**src/rtl/muldiv_unit.sv**
```systemverilog
// ============================================================================
// muldiv_unit : radix-2 iterative multiply/divide unit with HI/LO registers
// rev 1.0
// ============================================================================
`default_nettype none

module muldiv_unit #(
  parameter int XLEN      = 32,
  parameter bit DIV0_FAST = 1'b1
) (
  input  logic            clk,
  input  logic            rst,
  input  logic            start,
  input  logic [1:0]      op,
  input  logic [XLEN-1:0] a,
  input  logic [XLEN-1:0] b,
  input  logic            flush,
  input  logic            hi_we,
  input  logic            lo_we,
  input  logic [XLEN-1:0] wdata,
  output logic            busy,
  output logic            done,
  output logic            div_by_zero,
  output logic [XLEN-1:0] hi,
  output logic [XLEN-1:0] lo
);

  localparam int            CW       = $clog2(XLEN);
  localparam logic [CW-1:0] CNT_LAST = CW'(XLEN - 1);

  typedef enum logic [1:0] {
    S_IDLE = 2'd0,
    S_CALC = 2'd1,
    S_FIN  = 2'd2
  } state_t;

  state_t              state_q, state_d;
  logic [CW-1:0]       cnt_q, cnt_d;
  logic [2*XLEN-1:0]   acc_q, acc_d;
  logic [XLEN-1:0]     opnd_q, opnd_d;
  logic                is_div_q, is_div_d;
  logic                neg_res_q, neg_res_d;
  logic                neg_rem_q, neg_rem_d;
  logic                dz_q, dz_d;
  logic [XLEN-1:0]     hi_q, hi_d;
  logic [XLEN-1:0]     lo_q, lo_d;

  // Operand decode at acceptance: op[0]=0 selects the signed variants.
  logic            w_signed, w_is_div, w_a_neg, w_b_neg, w_b_zero, w_accept;
  logic [XLEN-1:0] w_a_mag, w_b_mag;

  assign w_signed = ~op[0];
  assign w_is_div = op[1];
  assign w_a_neg  = w_signed & a[XLEN-1];
  assign w_b_neg  = w_signed & b[XLEN-1];
  assign w_a_mag  = w_a_neg ? -a : a;
  assign w_b_mag  = w_b_neg ? -b : b;
  assign w_b_zero = (b == '0);
  assign w_accept = start & ~flush & (state_q != S_CALC);

  // Multiply: acc = {partial product, remaining multiplier bits}, shift right.
  logic [XLEN:0]     w_mul_sum;
  logic [2*XLEN-1:0] w_mul_next;

  assign w_mul_sum  = {1'b0, acc_q[2*XLEN-1:XLEN]} + (acc_q[0] ? {1'b0, opnd_q} : '0);
  assign w_mul_next = {w_mul_sum, acc_q[XLEN-1:1]};

  // Divide (restoring): acc = {remainder, dividend/quotient}, shift left.
  logic [XLEN:0]     w_rem_sh, w_diff;
  logic [2*XLEN-1:0] w_div_next;

  assign w_rem_sh   = {acc_q[2*XLEN-1:XLEN], acc_q[XLEN-1]};
  assign w_diff     = w_rem_sh - {1'b0, opnd_q};
  assign w_div_next = w_diff[XLEN] ? {w_rem_sh[XLEN-1:0], acc_q[XLEN-2:0], 1'b0}
                                   : {w_diff[XLEN-1:0],   acc_q[XLEN-2:0], 1'b1};

  logic [2*XLEN-1:0] w_step, w_prod_fix;
  logic [XLEN-1:0]   w_quo_fix, w_rem_fix;

  assign w_step     = is_div_q ? w_div_next : w_mul_next;
  assign w_prod_fix = neg_res_q ? -w_step : w_step;
  assign w_quo_fix  = neg_res_q ? -w_step[XLEN-1:0] : w_step[XLEN-1:0];
  assign w_rem_fix  = neg_rem_q ? -w_step[2*XLEN-1:XLEN] : w_step[2*XLEN-1:XLEN];

  always_comb begin
    state_d   = state_q;
    cnt_d     = cnt_q;
    acc_d     = acc_q;
    opnd_d    = opnd_q;
    is_div_d  = is_div_q;
    neg_res_d = neg_res_q;
    neg_rem_d = neg_rem_q;
    dz_d      = dz_q;
    hi_d      = hi_q;
    lo_d      = lo_q;

    // MTHI/MTLO land only while not busy; results commit only on CALC->FIN.
    if (state_q != S_CALC) begin
      if (hi_we) hi_d = wdata;
      if (lo_we) lo_d = wdata;
    end

    case (state_q)
      S_CALC: begin
        if (flush) begin
          state_d = S_IDLE;
          cnt_d   = '0;
        end else begin
          acc_d = w_step;
          cnt_d = cnt_q + CW'(1);
          if (cnt_q == CNT_LAST) begin
            state_d = S_FIN;
            cnt_d   = '0;
            if (!dz_q) begin
              if (is_div_q) begin
                hi_d = w_rem_fix;
                lo_d = w_quo_fix;
              end else begin
                hi_d = w_prod_fix[2*XLEN-1:XLEN];
                lo_d = w_prod_fix[XLEN-1:0];
              end
            end
          end
        end
      end
      default: begin
        state_d = S_IDLE;
        if (w_accept) begin
          is_div_d  = w_is_div;
          neg_res_d = w_a_neg ^ w_b_neg;
          neg_rem_d = w_a_neg;
          dz_d      = w_is_div & w_b_zero;
          cnt_d     = '0;
          opnd_d    = w_is_div ? w_b_mag : w_a_mag;
          acc_d     = {{XLEN{1'b0}}, (w_is_div ? w_a_mag : w_b_mag)};
          state_d   = (w_is_div && w_b_zero && DIV0_FAST) ? S_FIN : S_CALC;
        end
      end
    endcase
  end

  always_ff @(posedge clk or negedge rst) begin
    if (!rst) begin
      state_q   <= S_IDLE;
      cnt_q     <= '0;
      acc_q     <= '0;
      opnd_q    <= '0;
      is_div_q  <= 1'b0;
      neg_res_q <= 1'b0;
      neg_rem_q <= 1'b0;
      dz_q      <= 1'b0;
      hi_q      <= '0;
      lo_q      <= '0;
    end else begin
      state_q   <= state_d;
      cnt_q     <= cnt_d;
      acc_q     <= acc_d;
      opnd_q    <= opnd_d;
      is_div_q  <= is_div_d;
      neg_res_q <= neg_res_d;
      neg_rem_q <= neg_rem_d;
      dz_q      <= dz_d;
      hi_q      <= hi_d;
      lo_q      <= lo_d;
    end
  end

  assign busy        = (state_q == S_CALC);
  assign done        = (state_q == S_FIN);
  assign div_by_zero = (state_q == S_FIN) & dz_q;
  assign hi          = hi_q;
  assign lo          = lo_q;

endmodule

`default_nettype wire

```
**config.mk**
```make
export PLATFORM = sky130hd
export DESIGN_NAME = muldiv_unit
export DESIGN_NICKNAME = d
export VERILOG_FILES = /design/src/rtl/muldiv_unit.sv
export SDC_FILE = /design/constraint.sdc
export NUM_CORES = 1
export LEC_CHECK = 0
export BUFFER_PORTS_ARGS = -buffer_cell sky130_fd_sc_hd__buf_4
export CAP_MARGIN = 15
export CORE_MARGIN = 4
export CORE_UTILIZATION = 25
export DETAILED_ROUTE_END_ITERATION = 12
export PLACE_DENSITY_LB_ADDON = 0.12
export SLEW_MARGIN = 20
export SYNTH_ARGS = -nofsm -noshare
export SYNTH_HDL_FRONTEND = slang
export SYNTH_SLANG_ARGS = --single-unit
```
**constraint.sdc**
```tcl
create_clock -name clk -period 10.45 [get_ports clk]
set_clock_uncertainty 0.2 [all_clocks]
set_input_delay 0.5225 -clock clk [delete_from_list [all_inputs] [get_ports clk]]
set_output_delay 0.5225 -clock clk [all_outputs]
set_load 0.005 [all_outputs]
```
==> results of run 1 <==
## kinds of logic (layout without fill, tap and decap cells)
family          count (synthesis)  after routing  share of synthesized area (%)
xor+xnor                      160            160                           8.47
simple gates                  821            821                           23.4
flops                         171            171                           25.9
mux                            82             82                           5.02
buf+inv                       195            305                           4.73
compound gates                711            711                           26.9
other cells                     0              1                              0
fa+ha+maj                      72             72                           5.54
## synth_stat cells, types with 20 or more instances
library cell / count
sky130_fd_sc_hd__nand2_1: 334
sky130_fd_sc_hd__o21ai_0: 223
sky130_fd_sc_hd__a21oi_1: 195
sky130_fd_sc_hd__nor2_1: 191
sky130_fd_sc_hd__dfrtp_1: 171
sky130_fd_sc_hd__xor2_1: 83
sky130_fd_sc_hd__clkbuf_1: 79
sky130_fd_sc_hd__xnor2_1: 77
sky130_fd_sc_hd__mux2i_1: 74
sky130_fd_sc_hd__inv_1: 73
sky130_fd_sc_hd__ha_1: 70
sky130_fd_sc_hd__and2_1: 45
sky130_fd_sc_hd__nand3_1: 44
sky130_fd_sc_hd__nor3_1: 41
sky130_fd_sc_hd__a31oi_1: 35
sky130_fd_sc_hd__nand4_1: 26
sky130_fd_sc_hd__o21ai_1: 25
sky130_fd_sc_hd__a22o_1: 23
sky130_fd_sc_hd__o31ai_1: 23
sky130_fd_sc_hd__a211oi_1: 20
## worst max path at each step
stage / start / to / slack, ns / cells past startpoint
after global placement: acc_q[31] / hi[30] / 4.54 / 24
after global routing: acc_q[31] / hi[30] / 3.89 / 24
after floorplan: is_div_q / hi[30] / 5.04 / 22
after CTS: acc_q[31] / hi[30] / 4.39 / 24
after detailed placement: acc_q[31] / hi[30] / 4.43 / 24
final: acc_q[31] / hi[30] / 4.28 / 24
## final cells by class
type / count / area, um^2
clock inverters: 14 / 155
multi-input cells: 1846 / 11500
clock buffers: 17 / 425
inverters: 75 / 282
repair buffers: 199 / 1500
flip-flops and latches: 171 / 4280
well taps: 864 / 1080
diodes: 1 / 2.50
fillers: 7192 / 46400
## registers in the layout, summed over array words and instances (netlist names), 2 cells and up
| register | count |
|---|---|
| acc_q | 64 |
| hi | 32 |
| lo | 32 |
| opnd_q | 32 |
| cnt_q | 5 |
| state_q | 2 |
## repair_timing
item                                   4_1_cts  5_1_grt
setup buffers                                0        0
hold buffers                                 1        0
endpoints found under the hold margin       42        0
## layout by cell type (no fill, tap or decap), types with 41 or more instances in the layout
cell | Yosys | final
sky130_fd_sc_hd__nand2_1 | 334 | 332
sky130_fd_sc_hd__o21ai_0 | 223 | 223
sky130_fd_sc_hd__buf_4 | 3 | 196
sky130_fd_sc_hd__a21oi_1 | 195 | 195
sky130_fd_sc_hd__nor2_1 | 191 | 191
sky130_fd_sc_hd__dfrtp_1 | 171 | 170
sky130_fd_sc_hd__xor2_1 | 83 | 83
sky130_fd_sc_hd__xnor2_1 | 77 | 77
sky130_fd_sc_hd__mux2i_1 | 74 | 74
sky130_fd_sc_hd__inv_1 | 73 | 72
sky130_fd_sc_hd__ha_1 | 70 | 70
sky130_fd_sc_hd__and2_1 | 45 | 44
sky130_fd_sc_hd__nand3_1 | 44 | 44
sky130_fd_sc_hd__nor3_1 | 41 | 41
## metrics by stage
| step | utilization [%] | cell area, um^2 |
|---|---|---|
| 2_1_floorplan | - | 16500 |
| 3_3_place_gp | 28.4 | 18600 |
| 3_5_place_dp | 28.4 | 18600 |
| 4_1_cts | 29.3 | 19200 |
| 5_1_grt | 29.3 | 19200 |
| 6_report | 29.3 | 19200 |
## critical path, stage by stage, from the launching register on
cell	delay, ns
sky130_fd_sc_hd__dfrtp_1	0.50
sky130_fd_sc_hd__inv_1	0.10
sky130_fd_sc_hd__ha_1	0.18
sky130_fd_sc_hd__inv_1	0.06
sky130_fd_sc_hd__fa_1	0.42
sky130_fd_sc_hd__a211oi_1	0.31
sky130_fd_sc_hd__o211ai_1	0.23
sky130_fd_sc_hd__and2_1	0.25
sky130_fd_sc_hd__o21ai_2	0.22
sky130_fd_sc_hd__nand3_1	0.10
sky130_fd_sc_hd__buf_4	0.25
sky130_fd_sc_hd__nand3_2	0.23
sky130_fd_sc_hd__o21ai_0	0.23
sky130_fd_sc_hd__inv_1	0.12
sky130_fd_sc_hd__ha_1	0.21
sky130_fd_sc_hd__nand3_1	0.10
sky130_fd_sc_hd__or2_2	0.34
sky130_fd_sc_hd__or3_1	0.46
sky130_fd_sc_hd__nor2_1	0.16
sky130_fd_sc_hd__nand3_1	0.12
sky130_fd_sc_hd__o22ai_1	0.42
sky130_fd_sc_hd__a31oi_1	0.25
sky130_fd_sc_hd__nand2_1	0.17
sky130_fd_sc_hd__a31oi_1	0.08
sky130_fd_sc_hd__or3_1	0.30
## metal layers
metal	wire, um	up-vias	global-route usage [%]
met5	13	-	0
met3	4180	115	4.27
met2	35300	484	34.4
met4	2940	2	8.41
met1	35200	8277	29.0
li1	-	8144	-
## report_power, final
part	total, uW	switching, uW	internal (uW)
Sequential	994	193	801
Clock	681	362	319
Combinational	2900	1890	1010
==> results.txt, run 1 <==
----------------------------------------------------
[Status]
  Status ... complete, no violations

[Floorplan]
  Cell Rows ... 94
  Starting Density ... roughly a quarter
  Die area ... 70,400 um^2
  Die Width ... 265 um
  Core region area ... about 66,000 um^2
  Num ports ... between 150 and 200
  Vertical die dimension ... 265 um

[Logic synthesis]
  Synthesized area per cell ... 7.48 um^2
  Cell types with the largest area share after synthesis ... sky130_fd_sc_hd__dfrtp_1 26%, sky130_fd_sc_hd__nand2_1 7.6%, sky130_fd_sc_hd__o21ai_0 6.7%
  Synthesized cell area ... 16,500 um^2
  Post-synthesis register bit count ... between 150 and 200
  Warnings from Yosys ... 0
  Largest area contributor in the synthesized netlist ... sky130_fd_sc_hd__dfrtp_1
  Synthesized netlist cell count ... 2,212
  Fraction of the yosys area taken by sequential cells ... 25.9%
  Portion of synthesized cell area occupied by the leading cell type ... about 26%
  Number of enable-type register cells in the synthesized netlist ... 0
  Proportion of synthesized flip-flops having asynchronous set or reset ... 100%
  Number of distinct library cell variants in the gate-level netlist after synthesis ... 107
  Net Count, Synth ... approximately 2,400
  Top_reg_cell synth ... sky130_fd_sc_hd__dfrtp_1

[Drt]
  Initial DRT Pass Iterations ... 5
  Number of remaining DRC errors ... 0
  Vias ... 17,000
  Post-route ant nets ... 0
  Final Routed Wirelength ... roughly 78 mm
  Average via count per standard cell ... about 5.3
  Initial DRC count ... 1,356
  Avg WL per Cell ... 24.4 um

[Clock tree]
  Number of clock sinks seen by CTS ... 171
  Number of buffers on the longest clock path ... 2
  Clock latency on the worst-skew pair ... 0.51 ns
  CTS tree ... built
  Htree depth ... 4
  Resize count post-CTS ... 0
  Cts bufs inserted ... 17
  Clock tree root buffer cell ... sky130_fd_sc_hd__clkbuf_16
  CTS clk-pin slew, worst paths ... 0.08 ns

[Critical path]
  FF-to-FF path depth ... 24
  Maximum fanout encountered on the critical timing path ... 23
  Worst endpoint data arrival time ... 6.36 ns
  R2r setup slk ... 4.28 ns
  Crit end category ... register
  Setup crit start kind ... register
  Reg-to-reg startpoint ... acc_q[31]
  Setup CP Type ... register to register
  Required time worst endpoint ... 10.63 ns
  Reg2reg end ... hi[30]

[Global routing]
  Total grt overflow ... 0
  Initial antenna violation count ... 2
  Wire length of the first global-routing pass ... 114 mm
  Global routing usage summed across all routing layers ... a little over a fifth
  Number of global-route vias before repair ... 16,900
  Maximum number of pins on one net before global-route repair ... 86

[Layout]
  Synthesis-to-layout area growth ... 16.3%
  Layout Cells excl Fill ... roughly 3,200
  Proportion of layout cells with a drive suffix above 1 ... 13.4%
  Number of nets in the layout ... 2,486

[Timing]
  Worst hold margin ... 0.0796 ns
  Shortest period the worst path allows ... roughly 6.2 ns
  Final Max Slew Viols ... 0
  Setup violation total in the final timing report ... 0
  Highest attainable clock frequency ... 0.162 GHz
  Final-report hold violation count ... 0
  RSZ-0062 raised after global routing ... no
  Least-Margin Pin Slew ... 1.14 ns
  Final setup margin ... 4.28 ns
  Relative slew slack ... 24.1%
  Crit share post-route ... 59.1%
  Post-Route Setup TNS ... 0 ns

[Pwr]
  Peak supply drop ... 0.000144 V
  Leakage ... 0.00816 uW
  Power per standard cell area ... around 240 nW/um^2
  Total power consumption of the routed design ... 4570 uW

[Min path]
  Worst hold path stage count ... 2
  WHS Endpoint ... neg_res_q
  Worst hold path class ... input port to register
  Hold path startpoint ... op[0]

[Place]
  Number of input and output port buffers inserted ... 170
  HPWL after DPL ... approximately 62 mm
  Inst Count DP ... 3,154
  Dpl ws ... approximately 4.4 ns
  Final weighted congestion of routability-driven global placement ... 0.942

[Job]
  Count of maximum capacitance violations ... 0

----------------------------------------------------
Note: power is estimated with default switching activity, not from simulation.
==> run 2, diff against run 1 <==
--- a/config.mk
+++ b/config.mk
@@ -5,6 +5,7 @@
 export SDC_FILE = /design/constraint.sdc
 export NUM_CORES = 1
 export LEC_CHECK = 0
+export ABC_AREA = 1
 export BUFFER_PORTS_ARGS = -buffer_cell sky130_fd_sc_hd__buf_4
 export CAP_MARGIN = 15
 export CORE_MARGIN = 4
==> constraint.sdc (replaced) <==
create_clock -name clk -period 6.19 [get_ports clk]
set_clock_uncertainty 0.2 [all_clocks]
set_input_delay 0.3095 -clock clk [delete_from_list [all_inputs] [get_ports clk]]
set_output_delay 0.3095 -clock clk [all_outputs]
set_load 0.005 [all_outputs]
==> results.txt, run 2 <==
----------------------------------------------------
[Logic synthesis]
  Cell types with the largest area share after synthesis ... sky130_fd_sc_hd__dfrtp_1 24%, sky130_fd_sc_hd__nand2_1 18%, sky130_fd_sc_hd__inv_1 8.9%
  Post-synthesis register bit count ... 171 (unchanged)
  Top_reg_cell synth ... sky130_fd_sc_hd__dfrtp_1
  Largest area contributor in the synthesized netlist ... sky130_fd_sc_hd__dfrtp_1
  Most instantiated cells after synthesis ... 861 x sky130_fd_sc_hd__nand2_1, 424 x sky130_fd_sc_hd__inv_1, 302 x sky130_fd_sc_hd__nor2_1
  Number of distinct library cell variants in the gate-level netlist after synthesis ... 62 (-42%)
  Portion of synthesized cell area occupied by the leading cell type ... 23.9% (-1.9 points)
  Synthesized cell area ... 17,900 um^2 (+8.1%)
  Number of enable-type register cells in the synthesized netlist ... 0 (unchanged)
  Proportion of synthesized flip-flops having asynchronous set or reset ... 100% (unchanged)
  Synthesized area per cell ... 6.08 um^2 (-19%)
  Synthesized netlist cell count ... 2,941 (+33%)
  Most used standard cell by instance count after synthesis ... sky130_fd_sc_hd__nand2_1
  Fraction of the yosys area taken by sequential cells ... 23.9% (-1.9 points)
  Warnings from Yosys ... 0 (unchanged)
  Net Count, Synth ... 3,117 (+31%)

[Timing]
  Final-report hold violation count ... 0 (unchanged)
  Highest attainable clock frequency ... 0.187 GHz (+15%)
  Post-Route Setup TNS ... 0 ns (unchanged)
  Shortest period the worst path allows ... 5.36 ns (-0.816 ns)
  Least-Margin Pin Slew ... 1.02 ns (-0.123 ns)
  Crit share post-route ... 86.6% (+27 points)
  Final Max Slew Viols ... 0 (unchanged)
  RSZ-0062 raised after global routing ... no
  Setup violation total in the final timing report ... 0 (unchanged)
  Relative slew slack ... 32.2% (+8.2 points)

[Clock tree]
  Htree depth ... 4 (unchanged)
  Post-CTS Setup Repair Bufs ... 0 (unchanged)
  CTS clk-pin slew, worst paths ... 0.08 ns (about the same)
  Number of clock sinks seen by CTS ... 171 (unchanged)
  Clock tree root buffer cell ... sky130_fd_sc_hd__clkbuf_16
  Cts bufs inserted ... 17 (unchanged)
  Resize count post-CTS ... 0 (unchanged)
  Clock latency on the worst-skew pair ... 0.50 ns (about the same)
  Number of buffers on the longest clock path ... 2 (unchanged)
  CTS tree ... built

[Floorplan]
  Vertical die dimension ... 275 um (+3.8%)
  Die Width ... 275 um (+3.8%)
  Num ports ... 171 (unchanged)
  Core region area ... 70,500 um^2 (+7.4%)
  Starting Density ... 25.4% (+0.15 points)
  Die area ... 75,900 um^2 (+7.8%)
  Cell Rows ... 97 (+3.2%)

[Global routing]
  Initial antenna violation count ... 1 (-1)
  Maximum number of pins on one net before global-route repair ... 95 (+10%)
  Total grt overflow ... 0 (unchanged)
  Global routing usage summed across all routing layers ... 23.1% (+1.5 points)
  Number of global-route vias before repair ... 19,700 (+17%)
  Wire length of the first global-routing pass ... 130 mm (+14%)

[Layout]
  Synthesis-to-layout area growth ... 18.1%
  Proportion of layout cells with a drive suffix above 1 ... 10.9% (-2.5 points)
  Layout Cells excl Fill ... 4,050 (+27%)
  Most frequent cells in the layout ... 860 x sky130_fd_sc_hd__nand2_1, 423 x sky130_fd_sc_hd__inv_1, 298 x sky130_fd_sc_hd__nor2_1
  Most common cell after layout, fill and taps aside ... sky130_fd_sc_hd__nand2_1
  Register containing the most flip-flops in the final layout ... acc_q
  Number of fillers in the final layout ... 7,957 (+11%)
  Fin area ... 21,100 um^2 (+9.7%)
  Max FFs per register ... 64 (unchanged)
  Number of nets in the layout ... 3,273 (+32%)

[Drt]
  Avg WL per Cell ... 21.8 um (-11%)
  Number of remaining DRC errors ... 0 (unchanged)
  Vias ... 20,200 (+18%)
  Final Routed Wirelength ... 88.3 mm (+14%)
  Average via count per standard cell ... 4.98 (-6.8%)
  Initial DRC count ... 1,664 (+23%)
  Post-route ant nets ... 0 (unchanged)
  Initial DRT Pass Iterations ... 5 (unchanged)

[Critical path]
  Setup crit start kind ... register
  Crit end category ... register
  CP most frequent cell ... sky130_fd_sc_hd__nand2_1
  Required time worst endpoint ... 6.37 ns (-4.26 ns)
  Worst endpoint data arrival time ... 5.54 ns (-0.82 ns)
  CP delay by family, top ... simple AND/OR/NAND/NOR gates
  Reg-to-reg startpoint ... acc_q[31]
  Slowest stage cell, crit path ... sky130_fd_sc_hd__fa_1
  Number of buffers and inverters on the critical path ... 3 (-1)
  Setup CP Type ... register to register
  Launching element of the worst setup path ... acc_q[31]
  Largest stage delay, worst path ... 0.39 ns (-0.11 ns)
  Maximum fanout encountered on the critical timing path ... 11 (-52%)

[Pwr]
  Power per standard cell area ... 505 nW/um^2 (+110%)
  Total power consumption of the routed design ... 10,700 uW (+130%)
  Peak supply drop ... 0.000219 V (+52%)
  Leakage ... 0.0107 uW (+31%)

[Place]
  Inst Count DP ... 3,971 (+26%)
  Number of input and output port buffers inserted ... 170 (unchanged)
  HPWL after DPL ... 72.3 mm (+17%)
  Post-placement cell area ... 20,000 um^2 (+7.5%)
  Final weighted congestion of routability-driven global placement ... 0.945 (+0.28%)

[Job]
  Count of maximum capacitance violations ... 0 (unchanged)

[Min path]
  Worst hold path class ... input port to register
  Hold path startpoint ... a[31]

[Status]
  Status ... complete, no violations

----------------------------------------------------
[run 2: changes by cell type after synthesis, sizes merged, moves of 61 or more]
| cell | change |
|---|---|
| inv | +355 |
| mux2i | -68 |
| nand2 | +564 |
| nor2 | +140 |
| a21oi | -61 |
| nand3 | +158 |
[run 2: metal layers]
layer | vias up | global-route usage [%] | wire length [um]
met1 | 9572 | 30.7 | 39000
met2 | 638 | 37.8 | 41100
met4 | 0 | 9.90 | 4180
li1 | 9835 | - | -
met5 | - | 0 | 0
met3 | 115 | 2.74 | 3930
[run 2: path summary, 6_finish.rpt]
check | slack, ns | cells after the start | endpoint
setup reg to reg | 0.83 | 31 | hi[30]
hold reg to reg | 0.33 | 1 | cnt_q[0]
max in group asynchronous | 4.26 | 3 | is_div_q
min in group asynchronous | 0.11 | 2 | lo[7]
hold / removal | 0.04 | 3 | opnd_q[31]
setup / recovery | 0.83 | 31 | hi[30]
[run 2: stage by stage]
step,setup WS [ns],hold slack (ns),utilization [%]
after floorplan,2.12,-0.186,-
after global placement,1.02,0.0880,28.4
after detailed placement,0.956,0.0961,28.4
after CTS,0.933,0.00797,29.9
after global routing,0.288,0.0159,29.9
final,0.832,0.0353,29.9
[run 2: report_power, final]
group,switching [uW],leakage [uW],internal (uW)
Combinational,5570,0.00833,2180
Sequential,358,0.00209,1400
Clock,551,0.000282,603
Total,6480,0.0107,4190
[run 2: worst min-delay path: cells and delay by family]
family | cells | cell delay (ns)
AOI/OAI and AO/OA | 2 | 0.29
buffers and inverters | 1 | 0.08
[run 2: cell type report]
type,instances,area [um^2],area share [%]
clock inverters,13,160,0.758
multi-input cells,2234,11500,54.5
diodes,1,2.50,0.0119
flip-flops and latches,171,4280,20.3
clock buffers,18,429,2.03
inverters,434,1630,7.71
repair buffers,239,1930,9.15
well taps,940,1180,5.57
[run 2: what timing repair did]
| action | in CTS | in global routing |
|---|---|---|
| setup endpoints to repair | 0 | 0 |
| hold endpoints to repair | 116 | 0 |
| hold buffers | 46 | 0 |
[run 2: cell families after synthesis]
group	Yosys count	share of synthesized area (%)
xor gates and xnor gates	89	4.36
and+or+nand+nor	1538	36.9
AOI/OAI and AO/OA	529	17.5
adders and majority gates	72	5.12
muxes	6	0.336
buffers and inverters	536	11.9
DFF	171	23.9
==> run 3, diff against run 2 <==
--- a/config.mk
+++ b/config.mk
@@ -12,6 +12,7 @@
 export CORE_UTILIZATION = 25
 export DETAILED_ROUTE_END_ITERATION = 12
 export PLACE_DENSITY_LB_ADDON = 0.12
+export REMOVE_ABC_BUFFERS = 1
 export SLEW_MARGIN = 20
 export SYNTH_ARGS = -nofsm -noshare
 export SYNTH_HDL_FRONTEND = slang
==> results.txt, run 3 (synthesis results as in run 2) <==
----------------------------------------------------
[Status]
  Status ... complete, no violations

[Critical path]
  Worst endpoint data arrival time ... 5.41 ns (-0.13 ns)
  FF-to-FF path depth ... 31 (unchanged)
  Largest stage delay, worst path ... 0.40 ns (about the same)
  R2r setup slk ... 0.98 ns (+0.15 ns)
  CP most frequent cell ... sky130_fd_sc_hd__nand2_1
  Slowest stage cell, crit path ... sky130_fd_sc_hd__a211oi_2
  Maximum fanout encountered on the critical timing path ... 11 (unchanged)
  Setup CP Type ... register to register
  Required time worst endpoint ... 6.39 ns (+0.02 ns)
  Setup crit start kind ... register
  Reg-to-reg startpoint ... acc_q[31]
  Crit end category ... register
  Reg2reg end ... hi[30]

[Floorplan]
  Num ports ... 171 (unchanged)
  Vertical die dimension ... 275 um (unchanged)
  Die Width ... 275 um (unchanged)
  Cell Rows ... 97 (unchanged)
  Core region area ... 70,500 um^2 (unchanged)
  Die area ... 75,900 um^2 (unchanged)
  Starting Density ... 25.4% (unchanged)

[Min path]
  Worst hold path class ... input port to register
  Worst hold path stage count ... 3 (unchanged)
  Hold path startpoint ... wdata[22]
  WHS Endpoint ... hi[22]

[Place]
  Number of input and output port buffers inserted ... 170 (unchanged)
  Post-placement cell area ... 20,000 um^2 (about the same)
  HPWL after DPL ... 70.7 mm (-2.2%)
  Final weighted congestion of routability-driven global placement ... 0.919 (-2.7%)
  Inst Count DP ... 3,971 (unchanged)
  Dpl ws ... 0.986 ns (+0.0300 ns)

[Drt]
  Post-route ant nets ... 0 (unchanged)
  Initial DRT Pass Iterations ... 7 (+2)
  Initial DRC count ... 1,640 (-1.4%)
  Avg WL per Cell ... 21.3 um (-2.3%)
  Average via count per standard cell ... 4.93 (-0.92%)
  Final Routed Wirelength ... 86.3 mm (-2.3%)
  Vias ... 20,000 (-0.85%)
  Number of remaining DRC errors ... 0 (unchanged)

[Layout]
  Diodes inserted ... 0 (-1)
  Synthesis-to-layout area growth ... 18.1% (unchanged)
  Number of nets in the layout ... 3,276 (+0.092%)
  Most frequent cells in the layout ... 860 x sky130_fd_sc_hd__nand2_1, 423 x sky130_fd_sc_hd__inv_1, 298 x sky130_fd_sc_hd__nor2_1
  Most common cell after layout, fill and taps aside ... sky130_fd_sc_hd__nand2_1
  Storage cell area ... 4280 um^2 (unchanged)
  Number of fillers in the final layout ... 7,926 (-0.39%)
  Proportion of layout cells with a drive suffix above 1 ... 10.9% (-0.014 points)
  Layout Cells excl Fill ... 4,053 (+0.074%)
  Multi-input gate area in the final layout ... 11,500 um^2 (unchanged)
  Register containing the most flip-flops in the final layout ... acc_q
  Fin area ... 21,100 um^2 (unchanged)
  Max FFs per register ... 64 (unchanged)

[Pwr]
  Leakage ... 0.0107 uW (about the same)
  Clock group share of total power ... 10.6% (-0.2 points)
  Sequential group share of total power ... 16.4% (about the same)
  Internal cell power ... 4160 uW (-0.72%)
  Peak supply drop ... 0.000250 V (+14%)
  Sw power ... 6410 uW (-1.1%)
  Power per standard cell area ... 501 nW/um^2 (-0.96%)
  Combinational group share of total power ... 73.0% (+0.3 points)
  Switching part of the total power ... 60.6% (-0.096 points)

[Timing]
  Crit share post-route ... 84.2% (-2.4 points)
  Final setup margin ... 0.977 ns (+0.146 ns)
  Highest attainable clock frequency ... 0.192 GHz (+2.8%)
  Setup violation total in the final timing report ... 0 (unchanged)
  Final Max Slew Viols ... 0 (unchanged)
  Least-Margin Pin Slew ... 1.16 ns (+0.141 ns)
  Final-report hold violation count ... 0 (unchanged)
  Shortest period the worst path allows ... 5.21 ns (-0.146 ns)
  Relative slew slack ... 22.4% (-9.8 points)
  RSZ-0062 raised after global routing ... no

[Clock tree]
  Cts bufs inserted ... 17 (unchanged)
  CTS tree ... built
  Resize count post-CTS ... 0 (unchanged)
  Htree depth ... 4 (unchanged)
  Number of clock sinks seen by CTS ... 171 (unchanged)
  Clock tree root buffer cell ... sky130_fd_sc_hd__clkbuf_16
  Number of buffers on the longest clock path ... 2 (unchanged)
  Post-CTS Setup Repair Bufs ... 0 (unchanged)
  Clock latency on the worst-skew pair ... 0.51 ns (about the same)
  CTS clk-pin slew, worst paths ... 0.09 ns (about the same)

[Global routing]
  Global routing usage summed across all routing layers ... 22.4% (-0.69 points)
  Maximum number of pins on one net before global-route repair ... 105 (+11%)
  Number of global-route vias before repair ... 19,500 (-1.1%)
  Initial antenna violation count ... 3 (+2)
  Total grt overflow ... 0 (unchanged)
  Wire length of the first global-routing pass ... 126 mm (-2.9%)

[Job]
  Count of maximum capacitance violations ... 0 (unchanged)

----------------------------------------------------
run 3: changes by cell type in the layout (fill, tap and decap cells not counted), moves of 2 or more:
cell | before | now
sky130_fd_sc_hd__dlygate4sd3_1 | 46 | 50
sky130_fd_sc_hd__clkinv_2 | 1 | 3
sky130_fd_sc_hd__inv_6 | 4 | 2
sky130_fd_sc_hd__inv_8 | 1 | 3
run 3: power by group through the flow:
stage	sequential, uW	combinational [uW]	clock (uW)
6_report	1740	7720	1120
5_1_grt	1780	8470	1190
4_1_cts	1730	7710	1150
3_5_place_dp	1750	7640	0
3_3_place_gp	1740	7690	0
2_1_floorplan	1670	4800	0
run 3: timing repair:
action                     CTS  global route
setup endpoints to repair    0             0
hold buffers                50             0
hold endpoints to repair   133             0
run 3: layout make-up:
cell class / count / area share [%]
Inverter: 434 / 7.71
Multi-Input combinational cell: 2234 / 54.5
Clock inverter: 14 / 0.652
Tap cell: 940 / 5.57
Timing Repair Buffer: 242 / 9.27
Sequential cell: 171 / 20.3
Clock buffer: 18 / 2.03
run 3: stage by stage:
stage	power (uW)	hold slack [ns]	setup TNS [ns]	utilization (%)
floorplan	6470	-0.186	-4.50	-
global placement	9430	0.174	0	28.4
detailed placement	9390	0.176	0	28.4
CTS	10600	0.000386	0	29.9
global route	11400	0.0160	0	29.9
finish	10600	0.0200	0	29.9
run 3: worst max-delay path by stage:
stage / startpoint / end / cells after the start
6_report: acc_q[31] / hi[30] / 31
5_1_grt: acc_q[31] / hi[28] / 35
4_1_cts: acc_q[31] / hi[30] / 31
3_5_place_dp: acc_q[31] / hi[22] / 31
3_3_place_gp: acc_q[31] / hi[28] / 35
2_1_floorplan: is_div_q / hi[28] / 24
run 3: worst max-delay path: cells and delay by family, from the launching register on:
kind,cells,cell delay [ns]
adder cells (fa/ha/maj),3,0.71
flip-flops,1,0.38
AND/OR/NAND/NOR,21,2.60
AO/OA/AOI/OAI,4,0.97
buffers and inverters,3,0.26
run 3: layer usage:
metal  up-vias  part of all wire, %  routed length (um)  track usage [%]
met4         0                  3.2                2770             7.26
met3        81                  4.6                3980             2.59
met1      9525                   45               39000             30.2
met5         -                    0                   0                0
met2       556                   47               40600             37.3
li1       9827                    -                   -                -
